File: config.mk
export PLATFORM = sky130hd
export DESIGN_NAME = fifo_access_arbiter
export DESIGN_NICKNAME = d
export VERILOG_FILES = /design/src/rtl/fifo_arb_pkg.sv /design/src/rtl/fifo_access_arbiter_rr.sv /design/src/rtl/fifo_access_arbiter.sv
export SDC_FILE = /design/constraint.sdc
export NUM_CORES = 1
export LEC_CHECK = 0
export BUFFER_PORTS_ARGS = -buffer_cell sky130_fd_sc_hd__buf_2
export CORE_ASPECT_RATIO = 1.1
export CORE_MARGIN = 4
export CORE_UTILIZATION = 33
export CTS_BUF_LIST = sky130_fd_sc_hd__clkbuf_16
export DETAILED_ROUTE_END_ITERATION = 8
export GPL_ROUTABILITY_DRIVEN = 0
export SLEW_MARGIN = 0
export SYNTH_ARGS = -nofsm -noshare
export SYNTH_HDL_FRONTEND = slang
export SYNTH_SLANG_ARGS = --single-unit
File: constraint.sdc
create_clock -name clk -period 6.2 [get_ports clk]
set_clock_uncertainty 0.15 [all_clocks]
set_input_delay 1.24 -clock clk [delete_from_list [all_inputs] [get_ports clk]]
set_output_delay 1.24 -clock clk [all_outputs]
set_load 0.01 [all_outputs]
File: src/rtl/fifo_arb_pkg.sv
// Shared defaults and types for the FIFO access arbiter.
// Assertions and covers are enabled by defining FIFO_ARB_CHECK_EN.
package fifo_arb_pkg;

    localparam int FA_NREQ     = 4;
    localparam int FA_MAXCOUNT = 8;

    typedef logic [FA_NREQ-1:0]         req_vec_t;
    typedef logic [$clog2(FA_NREQ)-1:0] idx_t;

    function automatic int wrap_inc(input int v, input int n);
        return (v == n - 1) ? 0 : v + 1;
    endfunction

endpackage

File: src/rtl/fifo_access_arbiter_rr.sv
// Single round-robin arbiter: searches upward from ptr, wrapping to 0.
// Optional checks live in the top level under FIFO_ARB_CHECK_EN.
module rr_arbiter #(
    parameter  int N  = 4,
    localparam int IW = $clog2(N)
) (
    input  logic [N-1:0]  req,
    input  logic          en,
    input  logic [IW-1:0] ptr,
    output logic [N-1:0]  gnt,
    output logic [IW-1:0] idx,
    output logic          valid
);

    int            j;
    logic [IW-1:0] jj;

    always_comb begin
        gnt   = '0;
        idx   = '0;
        valid = 1'b0;
        j     = 0;
        jj    = '0;
        for (int k = 0; k < N; k++) begin
            j = int'(ptr) + k;
            if (j >= N) j = j - N;
            jj = IW'(j);
            if (en && !valid && req[jj]) begin
                valid   = 1'b1;
                gnt[jj] = 1'b1;
                idx     = jj;
            end
        end
    end

endmodule

File: src/rtl/fifo_access_arbiter.sv
// Round-robin push/pop arbitration with occupancy tracking for a shared FIFO.
// Define FIFO_ARB_CHECK_EN to compile assertions and covers.
module fifo_access_arbiter
    import fifo_arb_pkg::*;
#(
    parameter  int NREQ     = FA_NREQ,
    parameter  int MAXCOUNT = FA_MAXCOUNT,
    localparam int CW       = $clog2(MAXCOUNT + 1),
    localparam int IW       = $clog2(NREQ)
) (
    input  logic            clk,
    input  logic            rst,
    input  logic [NREQ-1:0] push_req,
    input  logic [NREQ-1:0] pop_req,
    output logic [NREQ-1:0] push_gnt,
    output logic [NREQ-1:0] pop_gnt,
    output logic            push,
    output logic            pop,
    output logic [IW-1:0]   push_idx,
    output logic [IW-1:0]   pop_idx,
    output logic            full,
    output logic            empty,
    output logic [CW-1:0]   fifo_count
);

    logic [IW-1:0] push_ptr;
    logic [IW-1:0] pop_ptr;
    logic          push_ok;
    logic          pop_ok;

    assign empty   = (fifo_count == '0);
    assign full    = (fifo_count == CW'(MAXCOUNT));
    assign pop_ok  = !empty;
    // A full FIFO accepts a push only alongside a granted pop
    assign push_ok = !full || (pop_ok && |pop_req);

    rr_arbiter #(.N(NREQ)) u_push_arb (
        .req   (push_req),
        .en    (push_ok && !rst),
        .ptr   (push_ptr),
        .gnt   (push_gnt),
        .idx   (push_idx),
        .valid (push)
    );

    rr_arbiter #(.N(NREQ)) u_pop_arb (
        .req   (pop_req),
        .en    (pop_ok && !rst),
        .ptr   (pop_ptr),
        .gnt   (pop_gnt),
        .idx   (pop_idx),
        .valid (pop)
    );

`ifdef FIFO_ARB_CHECK_EN
    logic seen_full;
`endif

    always_ff @(posedge clk or posedge rst) begin
        if (rst) begin
            fifo_count <= '0;
            push_ptr   <= '0;
            pop_ptr    <= '0;
`ifdef FIFO_ARB_CHECK_EN
            seen_full  <= 1'b0;
`endif
        end else begin
            if (push) push_ptr <= IW'(wrap_inc(int'(push_idx), NREQ));
            if (pop)  pop_ptr  <= IW'(wrap_inc(int'(pop_idx), NREQ));
            unique case ({push, pop})
                2'b10:   fifo_count <= fifo_count + 1'b1;
                2'b01:   fifo_count <= fifo_count - 1'b1;
                default: fifo_count <= fifo_count;
            endcase
`ifdef FIFO_ARB_CHECK_EN
            assert ($onehot0(push_gnt))
                else $error("%m push_gnt not one-hot at %0t", $time);
            assert ($onehot0(pop_gnt))
                else $error("%m pop_gnt not one-hot at %0t", $time);
            assert (fifo_count <= CW'(MAXCOUNT))
                else $error("%m count overflow at %0t", $time);
            assert (!(push && full && !pop))
                else $error("%m push into full at %0t", $time);
            assert (!(pop && empty))
                else $error("%m pop from empty at %0t", $time);
            if (full) seen_full <= 1'b1;
            cover (full);
            cover (seen_full && empty);
            cover (push && pop && full);
            cover ((push && push_idx == IW'(NREQ - 1)) ||
                   (pop && pop_idx == IW'(NREQ - 1)));
`endif
        end
    end

endmodule

# Word level (Yosys, flattened, before mapping)
# Cells that the tools add are included.
[word_totals]
reg_bits = 8
out_inout_bits = 20
word_cells = 161
[op_classes]
n_addsub = 18
order_cmp = 24
n_eq_ne = 5
n_mux = 67
n_bitwise = 6
reduce_logical = 38
[op_table]
columns = ["cell", "count"]
rows = [
  ["two-way mux 2 bit", 18],
  ["two-way mux 4 bit", 8],
  ["logical AND 1 bit", 25],
  ["less-than comparator 2 x 3 -> 1 bit, second input constant", 8],
  ["two-way mux 1 bit", 24],
  ["bitwise OR 4 bit", 6],
  ["greater-or-equal comparator 3 bit, second input constant", 6],
  ["binary-select mux 1 bit (select 2 bit)", 8],
  ["demux 1 bit (select 2 bit)", 8],
  ["greater-or-equal comparator 2 x 1 -> 1 bit, second input constant", 8],
  ["subtractor 2 x 1 -> 2 bit, second input constant", 8],
  ["adder 2 x 2 -> 3 bit, second input constant", 4],
  ["zero test 1 bit", 9],
  ["one-hot mux 4 bit (2 select lines)", 1],
  ["adder 2 x 1 -> 3 bit, second input constant", 2],
  ["== test 2 x 1 -> 1 bit, second input constant", 3],
  ["greater-or-equal comparator 2 x 3 -> 1 bit, second input constant", 2],
  ["adder 2 x 1 -> 2 bit, second input constant", 2],
  ["adder 4 x 1 -> 4 bit, second input constant", 1],
  ["== test 4 bit, second input constant", 1],
  ["zero test 4 bit", 1],
  ["OR reduction 4 bit", 1],
  ["subtractor 4 x 1 -> 4 bit, second input constant", 1],
  ["== test 2 bit, second input constant", 1],
  ["other kinds (2)", 2],
]

# Longest topological paths before layout
[logic_depth]
ltp_word = 21
ltp_mapped = 14
ltp_nobuf = 13

# Cells and area by module
# From an unflattened synthesis, not the netlist that was laid out.
[unflattened]
hier_cells = 174
hier_area_um2 = 1560.2
[by_module_without_submodules]
columns = ["mod", "n_inst", "cells_each", "area_per_inst_um2", "seq_area_each_um2"]
rows = [
  ["rr_arbiter", 2, 66, 549.3, 0.0],
  ["fifo_access_arbiter", 1, 42, 461.7, 200.2],
]

# Worst setup path before layout
# No wires, ideal clock.
[synth_timing]
kind = "input to output"
start = "input pop_req[3]"
end = "output pop_idx[0]"
arrival_ns = 2.813
required_time_ns = 4.810
path_slack_ns = 1.997
path_stages = 5
n_path_buf = 1
cell_sequence = "clkbuf_1 -> mux4_2 -> nor4b_1 -> a211oi_1 -> nor2_1"
[synth_via]
elab_chain_len = 16
elab_cells_between_ends = 25
[synth_lines]
columns = ["element", "line_no", "source"]
rows = [
  ["from (decl)", "fifo_access_arbiter.sv:14", "input logic [NREQ-1:0] pop_req,"],
  ["binary-select mux 1 bit (select 2 bit)", "fifo_access_arbiter_rr.sv:28", "if (en && !valid && req[jj]) begin"],
  ["two-way mux 1 bit (implied by the code)", "fifo_access_arbiter_rr.sv:28", ""],
  ["logical AND 1 bit", "fifo_access_arbiter_rr.sv:28", ""],
  ["two-way mux 1 bit", "fifo_access_arbiter_rr.sv:28", ""],
  ["zero test 1 bit", "fifo_access_arbiter_rr.sv:28", ""],
  ["logical AND 1 bit (2 in series)", "fifo_access_arbiter_rr.sv:28", ""],
  ["two-way mux 1 bit", "fifo_access_arbiter_rr.sv:28", ""],
  ["zero test 1 bit", "fifo_access_arbiter_rr.sv:28", ""],
  ["logical AND 1 bit (2 in series)", "fifo_access_arbiter_rr.sv:28", ""],
  ["two-way mux 1 bit", "fifo_access_arbiter_rr.sv:28", ""],
  ["zero test 1 bit", "fifo_access_arbiter_rr.sv:28", ""],
  ["logical AND 1 bit (2 in series)", "fifo_access_arbiter_rr.sv:28", ""],
  ["two-way mux 2 bit *", "fifo_access_arbiter_rr.sv:28", ""],
  ["to (decl)", "fifo_access_arbiter.sv:20", "output logic [IW-1:0] pop_idx,"],
]
# Mark *: on every way between the ends. The rest lies on a longest branch, timed or not. The select of a mux whose other input is x is not followed.

==> load_flow_metrics.sql <==
INSERT INTO impl_metrics (metric_group, metric, value, unit) VALUES
('pwr', 'p_switching', '0.000455', 'W'),
('pwr', 'combinationalPowerShare', '71.5', '%'),
('synthesis', 'yosys.area_share.xor_xnor', '4.63', '%'),
('sta', 'tightestPinTransition', '863', 'ps'),
('detailed_routing', 'vias_per_cell', '5.84', ''),
('grt', 'grt_pass1_wl', '5520', 'um'),
('sta', 'final.min_clock_period', '4590', 'ps'),
('pwr', 'ir_worst_vdd', '238', 'uV'),
('worst_hold_path', 'worst_min_delay_path_class', 'flip-flop to flip-flop', ''),
('clock_network', 'clkLatencyLatePin', '230', 'ps'),
('clock_network', 'cts.htree.levels', '1', ''),
('synthesis', 'main_combinational_cell_family_by_area_after_synthesis', 'compound AO/OA/AOI/OAI gates', ''),
('sta', 'unrepaired_setup_endpoints_after_global_routing', 'false', ''),
('setup_path', 'worst-path-buf-inv', '2', ''),
('worst_hold_path', 'worst_hold_path_cells', '1', ''),
('synthesis', 'synth_edf_count', '0', ''),
('grt', 'grt_antenna_before_repair', '0', ''),
('setup_path', 'timing.critical_path.cells', 'inv_1 -> ha_1 -> mux4_2 -> nor3_1 -> nor2_1 -> nor2_1 -> a221o_1 -> buf_2', ''),
('setup_path', 'critical_path_depth', '8', ''),
('layout', 'seq_area', '200', 'um^2'),
('synthesis', 'syn-instance-count', '151', ''),
('job', 'max_cap_violations', '0', ''),
('floorplanning', 'floorplan.core_area', '3740', 'um^2'),
('floorplanning', 'design.die.area', '5090', 'um^2'),
('pwr', 'cellLeakagePower', '0.713', 'nW'),
('detailed_routing', 'drt_iter0_drc', '65', ''),
('clock_network', 'cts.sinks', '8', ''),
('synthesis', 'proportion_of_synthesized_area_in_mux_cells', '16.0', '%'),
('synthesis', 'netlist_area', '1320', 'um^2'),
('pwr', 'p_int', '0.000484', 'W'),
('floorplanning', 'initial_utilization', '35.4', '%'),
('detailed_routing', 'number_of_iterations_in_the_first_detailed_routing_pass', '4', ''),
('setup_path', 'crit_path_end_kind', 'primary output', ''),
('clock_network', 'ctsLongestPathBuffers', '2', ''),
('clock_network', 'postcts_setup_bufs', '0', ''),
('synthesis', 'ys.flop_type', 'dfrtp_1', ''),
('floorplanning', 'chipHeight', '74.4', 'um'),
('detailed_routing', 'vias', '1331', ''),
('pwr', 'pwr_density_cell', '595', 'nW/um^2'),
('synthesis', 'synth.yosys.seq_area_share', '15.1', '%'),
('floorplanning', 'io_pins', '30', ''),
('status', 'outcome', 'complete, no violations', ''),
('setup_path', 'crit-reg2reg-capture', 'fifo_count[2]', ''),
('clock_network', 'tritoncts.num_buffers', '3', ''),
('layout', 'drive_gt1_share', '28.1', '%'),
('synthesis', 'postSynth.asyncResetShare', '100', '%'),
('detailed_routing', 'avgRoutedWirePerCell', '14.8', 'um'),
('worst_hold_path', 'worstHoldStart', 'fifo_count[3]', ''),
('placement', 'io_buffers', '29', ''),
('setup_path', 'crit_path_max_fanout', '14', ''),
('setup_path', 'critical-path-slowest-cell', 'dfrtp_1', ''),
('floorplanning', 'placementRows', '23', ''),
('pwr', 'swShare', '48.5', '%'),
('synthesis', 'synth-compound-area-share', '26.5', '%'),
('setup_path', 'setup.worst_path.class', 'flip-flop to primary output', ''),
('placement', 'detailed_place_hpwl', '2710', 'um'),
('placement', 'placedCellCount', '225', ''),
('detailed_routing', 'totalWireLength', '3370', 'um'),
('layout', 'final.fill_count', '384', ''),
('layout', 'mostFrequentLayoutCells', 'buf_2 (29), nor2_1 (11), nand2_1 (11), ha_1 (11)', ''),
('synthesis', 'syn_area_per_cell', '8.77', 'um^2'),
('detailed_routing', 'post_drt_antenna_nets', '0', ''),
('layout', 'area_overhead_of_the_layout_relative_to_synthesis', '19.2', '%'),
('synthesis', 'synthesis.yosys.warnings', '0', ''),
('setup_path', 'worstSetupStartpointType', 'flip-flop', ''),
('grt', 'grt_usage', '13.6', '%'),
('worst_hold_path', 'hold_end', 'fifo_count[3]', ''),
('sta', 'final_max_slew_viol_count', '0', ''),
('clock_network', 'cts-resized-gates', '0', ''),
('layout', 'multi_input_area', '1060', 'um^2'),
('clock_network', 'clockRootBuffer', 'clkbuf_16', '');
==> kinds of logic (layout without fill, tap and decap cells) <==
logic type,after synthesis,count (layout)
AND/OR/NAND/NOR,53,53
flip-flops,8,8
AO/OA/AOI/OAI,45,45
multiplexers,12,12
adder cells (fa/ha/maj),11,11
XOR/XNOR,7,7
buffers and inverters,15,42
==> through the flow <==
stage               util [%]  area [um^2]  hold slack, ps  worst slack, ps  power [W]
finish                  42.2         1580             352             1610   0.000938
floorplan                  -         1320             384             2000   0.000662
global placement        40.2         1500             344             1750   0.000807
global route            42.2         1580             363             1310    0.00102
CTS                     42.2         1580             353             1600   0.000941
detailed placement      40.2         1500             345             1690   0.000831
==> power groups by stage <==
| stage | sequential [W] | clock [W] | combinational, W |
|---|---|---|---|
| after detailed placement | 0.000160 | 0 | 0.000671 |
| after floorplan | 0.000127 | 0 | 0.000535 |
| final | 0.000160 | 0.000108 | 0.000671 |
| after global routing | 0.000169 | 0.000113 | 0.000742 |
| after CTS | 0.000159 | 0.000109 | 0.000672 |
| after global placement | 0.000157 | 0 | 0.000650 |
==> synth_stat cells (4+ instances only) <==
cell type	instances	area share (%)
a221o_1	5	3.8
dfrtp_1	8	15
mux4_2	7	12
nand3b_1	4	2.3
o21ai_0	4	1.5
a21oi_1	9	3.4
nor3_1	8	3.0
nor2_1	11	3.1
nand2_1	11	3.1
inv_1	9	2.6
xor2_1	4	2.6
a222oi_1	4	3.0
ha_1	11	10
a22o_1	4	2.6
==> how the worst max path moves through the flow <==
stage,from,to
2_1_floorplan,pop_req[3],pop_idx[0]
3_3_place_gp,pop_req[3],pop_idx[0]
3_5_place_dp,pop_req[3],pop_idx[0]
4_1_cts,flip-flop,push_gnt[1]
5_1_grt,flip-flop,pop_idx[0]
6_report,flip-flop,pop_gnt[0]
==> layer usage <==
layer	GRT usage [%]	part of all wire [%]	vias up
li1	-	-	655
met1	15.9	42	627
met2	25.7	52	44
met3	2.57	5.6	5
met4	1.99	0.71	0
met5	0	0	-
==> final cells by class <==
cell class                      instances  share of cell area, %
Inverter                               10                   2.38
Clock buffer                            3                   4.76
Tap cell                               50                   3.97
Sequential cell                         8                   12.7
Timing Repair Buffer                   29                   9.20
Multi-Input combinational cell        128                   67.0
(Power assumes the default switching activity.)
